$ cat config.mk
export PLATFORM = sky130hd
export DESIGN_NAME = axis_output_pipe
export DESIGN_NICKNAME = d
export VERILOG_FILES = /design/src/rtl/axis_output_pipe_pkg.sv /design/src/rtl/axis_output_pipe.sv
export SDC_FILE = /design/constraint.sdc
export NUM_CORES = 2
export LEC_CHECK = 0
export ABC_AREA = 1
export CORE_AREA = 3 3 325 327
export DETAILED_ROUTE_END_ITERATION = 16
export DIE_AREA = 0 0 328 330
export PLACE_DENSITY_LB_ADDON = 0.15
export SLEW_MARGIN = 20
export SYNTH_ARGS = -nofsm -noshare
export SYNTH_HDL_FRONTEND = slang
export SYNTH_SLANG_ARGS = --single-unit
$ cat constraint.sdc
create_clock -name aclk -period 2.2 [get_ports aclk]
set_clock_uncertainty 0.1 [all_clocks]
set_input_delay 0.44 -clock aclk [delete_from_list [all_inputs] [get_ports aclk]]
set_output_delay 0.44 -clock aclk [all_outputs]
set_load 0.01 [all_outputs]
$ cat src/rtl/axis_output_pipe_pkg.sv
// Shared types and defaults for the AXI-Stream output serializer.
// Holds the FSM state encoding, default geometry, and a counter-width helper.
// Imported by axis_output_pipe; there is no logic in this file.
package axis_output_pipe_pkg;

    // Default result geometry: 2 copies x 1 group x 12 members of 32-bit accumulators.
    localparam int DEF_COPIES            = 2;
    localparam int DEF_GROUPS            = 1;
    localparam int DEF_MEMBERS           = 12;
    localparam int DEF_WORD_WIDTH_ACC    = 32;
    localparam int DEF_M_OUTPUT_WIDTH_LF = 64;

    typedef enum logic [0:0] {
        ST_IDLE = 1'b0,
        ST_SEND = 1'b1
    } state_t;

    // Counter width for the narrow-beat index. The result is never below one bit,
    // so a single-beat configuration still gets a legal vector.
    function automatic int beats_width(input int beats);
        return (beats > 1) ? $clog2(beats) : 1;
    endfunction

endpackage

$ cat src/rtl/axis_output_pipe.sv
// Wide-to-narrow AXI-Stream serializer: one wide result beat in, BEATS narrow beats out.
// Latency: the first narrow beat is valid the cycle after the wide beat is accepted.
// Backpressure: s_axis_tready is high in IDLE, or on the final slice when m_axis_tready is high.
//
// Ports:
//   aclk, aresetn          clock, asynchronous active-low reset
//   s_axis_t{valid,ready,last,data}   wide input (word 0 in the LSBs)
//   m_axis_t{valid,ready,last,data,keep}  narrow output, LSB slice first
module axis_output_pipe
    import axis_output_pipe_pkg::*;
#(
    parameter int COPIES            = DEF_COPIES,
    parameter int GROUPS            = DEF_GROUPS,
    parameter int MEMBERS           = DEF_MEMBERS,
    parameter int WORD_WIDTH_ACC    = DEF_WORD_WIDTH_ACC,
    // Must divide the wide width and be a multiple of 8.
    parameter int M_OUTPUT_WIDTH_LF = DEF_M_OUTPUT_WIDTH_LF
) (
    input  logic                             aclk,
    input  logic                             aresetn,

    output logic                             s_axis_tready,
    input  logic                             s_axis_tvalid,
    input  logic                             s_axis_tlast,
    input  logic [COPIES*GROUPS*MEMBERS*WORD_WIDTH_ACC-1:0] s_axis_tdata,

    input  logic                             m_axis_tready,
    output logic                             m_axis_tvalid,
    output logic                             m_axis_tlast,
    output logic [M_OUTPUT_WIDTH_LF-1:0]     m_axis_tdata,
    output logic [M_OUTPUT_WIDTH_LF/8-1:0]   m_axis_tkeep
);

    localparam int S_WIDTH    = COPIES * GROUPS * MEMBERS * WORD_WIDTH_ACC;
    localparam int BEATS      = S_WIDTH / M_OUTPUT_WIDTH_LF;
    localparam int BITS_BEATS = beats_width(BEATS);
    localparam logic [BITS_BEATS-1:0] LAST_CNT = BITS_BEATS'(BEATS - 1);

    state_t                  state;
    state_t                  state_nxt;
    logic [BITS_BEATS-1:0]   beat_cnt;
    logic [S_WIDTH-1:0]      shift_reg;
    logic                    last_q;

    logic                    on_final;
    logic                    load;
    logic                    fire;

    assign on_final = (beat_cnt == LAST_CNT);

    // Ready is combinational on the final slice so a new wide beat can be taken on the
    // same edge that retires the last narrow beat; that is what removes the bubble.
    // Gated with aresetn so upstream never sees ready while the block is held in reset.
    assign s_axis_tready = aresetn &&
                           ((state == ST_IDLE) ||
                            ((state == ST_SEND) && on_final && m_axis_tready));

    assign load = s_axis_tvalid && s_axis_tready;
    assign fire = m_axis_tvalid && m_axis_tready;

    // Valid is a direct decode of the registered state, so it is glitch-free and
    // drops to zero the instant reset clears the state.
    assign m_axis_tvalid = (state == ST_SEND);
    assign m_axis_tlast  = (state == ST_SEND) && last_q && on_final;
    assign m_axis_tdata  = shift_reg[M_OUTPUT_WIDTH_LF-1:0];
    assign m_axis_tkeep  = '1;

    // ---------------------------------------------------------------- state register
    always_ff @(posedge aclk or negedge aresetn) begin
        if (!aresetn) begin
            state <= ST_IDLE;
        end else begin
            state <= state_nxt;
        end
    end

    always_comb begin
        state_nxt = state;
        case (state)
            ST_IDLE: begin
                if (load) begin
                    state_nxt = ST_SEND;
                end
            end
            ST_SEND: begin
                // A reload on the final slice keeps us in SEND.
                if (fire && on_final && !load) begin
                    state_nxt = ST_IDLE;
                end
            end
            default: state_nxt = ST_IDLE;
        endcase
    end

    // ---------------------------------------------------------------- datapath
    // Stalls hold everything: nothing below moves unless a load or a narrow handshake.
    always_ff @(posedge aclk or negedge aresetn) begin
        if (!aresetn) begin
            shift_reg <= '0;
            last_q    <= 1'b0;
            beat_cnt  <= '0;
        end else if (load) begin
            shift_reg <= s_axis_tdata;
            last_q    <= s_axis_tlast;
            beat_cnt  <= '0;
        end else if (fire && !on_final) begin
            shift_reg <= shift_reg >> M_OUTPUT_WIDTH_LF;
            beat_cnt  <= beat_cnt + BITS_BEATS'(1);
        end
    end

endmodule

==> flow_summary.yaml <==
timing:
  min_period_ns: 2.24
  whs_ns: 0.222
  setup-tns-final_ns: -0.0429
  maxSlewHeadroom_pct: 52.1
  fin_ws_ns: -0.0429
  timing_hold_violations_final: 0
  maxSlewViolCount: 0
  worst_pin_slew_ns: 0.719
  rsz0062_at_grt: "yes"
  max_freq_mhz: 446
  setup_viol: 1
  fin_crit_sh_pct: 102
critical_path:
  end_kind: "primary output"
  required_ns: 1.66
  crit_type: "reg2out"
  cp_max_fo: 4
  cp-start-kind: "flip-flop"
  crit_arrival_ns: 1.70
synth:
  syn_inst: 6413
  ys_types: 20
  yosysSeqAreaShare_pct: 45.0
  ys_warn_count: 0
  synth_seq_cells: 774
  syn_avg_cell_area_um2: 6.71
  synthesis.area_um2: 43000
route:
  drtIter0Drc: 3525
  drt-wirelength-per-cell_um: 19.0
  drc: 0
  vias: 41800
  wirelength_um: 164000
  viasPerCell: 4.86
  ant_nets: 0
  drtPass1Iterations: 6
layout:
  largest_reg_flops: 768
  area.growth.synth_to_final_pct: 32.4
  final_common_cell: "nand2_1"
  final_cell_area_um2: 57000
  fillers: 10100
  nets: 7904
  drive_above_1_share_pct: 5.82
  layout_common_cells: "2506 x nand2_1, 1411 x inv_1, 828 x clkdlybuf4s50_1"
  final_cells: 8600
outcome:
  violations: "setup timing"
  status: "finished, violations left"
grt:
  grt.overflow.total: 0
  grt_max_degree: 126
  grt_usage_pct: 29.6
  grt_pass1_vias: 41000
  grt_pass1_wl_um: 244000
  grt_antenna_before_repair: 29
floorplanning:
  ios: 848
  num_rows: 118
  fp.dieH_um: 330
  die_w_um: 328
  start_util_pct: 41.7
  core_um2: 103000
  die-area_um2: 108000
cts:
  cts_tree: "built"
  clk_transition_reported_paths_ns: 0.06
  cts.sinks: 774
  root_buffer: "clkbuf_16"
  cts_buffer_depth: 3
  cts_buffers: 89
  clk_latency_ns: 0.66
  htreeDepth: 3
worst_hold_path:
  hold_path.class: "in2reg"
power:
  p_leak_nw: 32.5
  ir_drop_uv: 550
  power_density_nw_per_um2: 1110
  total_power_mw: 63.1
placed_design:
  placed_cells: 8407
  gp_congestion: 0.895
  dpl.hpwl_um: 124000
  port-buffer-count: 839
  postPlaceCellArea_um2: 53800
flow_run:
  max-cap-violations: 0
[per-layer routing]
metal | up-vias | track usage [%] | share of wire [%]
li1 | 20500 | - | -
met1 | 19700 | 36.4 | 40
met2 | 1306 | 52.0 | 50
met3 | 267 | 4.46 | 5.9
met4 | 22 | 12.0 | 4.1
met5 | - | 0 | 0.090
[power by group]
part	internal, mW	leakage, nW	switching [mW]
combinational	9.87	21.1	13.4
clock	9.21	1.50	6.22
sequential	20.3	9.91	4.16
[synth_stat cells, drive strengths merged]
library cell	count	area share (%)
conb	1	0.0087
nor2	3	0.026
nand3	772	9.0
a21oi	2	0.023
dfrtp	774	45
clkbuf	143	1.2
ha	1	0.029
nand2	2507	22
inv	1415	12
nand4	228	3.3
xor2	1	0.020
o21ai	228	2.7
buf	338	4.5
[logic make-up after synthesis]
logic type | after synthesis | share of synthesized area (%)
simple gates | 3510 | 34.2
fa+ha+maj | 1 | 0.0291
xor+xnor | 1 | 0.0204
other cells | 1 | 0.00871
buf+inv | 1896 | 18.1
flops | 774 | 45.0
compound gates | 230 | 2.67
[stage by stage]
stage,util (%),worst slack [ns]
floorplan,-,0.357
global placement,52.1,-0.289
global route,55.2,-0.142
finish,55.2,-0.0429
CTS,55.1,-0.130
detailed placement,52.1,-0.283
[critical path: stages, from the launching register on]
cell and delay, ns:
dfrtp_1 0.39, ha_4 0.17, nand3_4 0.09, o21ai_4 0.15, nand2_2 0.10, inv_2 0.07, buf_6 0.09
[what timing repair did]
item	CTS	global route
pin swaps	3	2
hold buffers	1	0
endpoints found under the setup margin	9	260
gates resized for setup	22	8
buffers inserted	8	2
hold endpoints to repair	138	0
cloned	0	1
[cell type report]
| class | instances | area [um^2] | share of cell area (%) |
|---|---|---|---|
| inverters | 1415 | 5330 | 9.35 |
| diodes | 22 | 55.1 | 0.0966 |
| multi-input cells | 3750 | 16000 | 28.0 |
| flip-flops and latches | 774 | 19400 | 34.0 |
| repair buffers | 1100 | 11500 | 20.2 |
| clock inverters | 22 | 243 | 0.426 |
| clock buffers | 137 | 2770 | 4.87 |
| well taps | 1380 | 1730 | 3.03 |
[final timing paths]
| kind | from | to | slack, ns | cells past startpoint |
|---|---|---|---|---|
| worst max-delay path | beat_cnt[0] | s_axis_tready | -0.04 | 6 |
| worst min-delay path | s_axis_tdata[721] | shift_reg[721] | 0.22 | 3 |
| worst max register to register | beat_cnt[0] | shift_reg[58] | 0.13 | 9 |
| worst min register to register | last_q | last_q | 0.39 | 2 |
| max in group asynchronous | aresetn | shift_reg[413] | 0.41 | 5 |
| min in group asynchronous | aresetn | shift_reg[126] | 0.45 | 3 |
No activity file was read; power rests on OpenSTA's default activity.
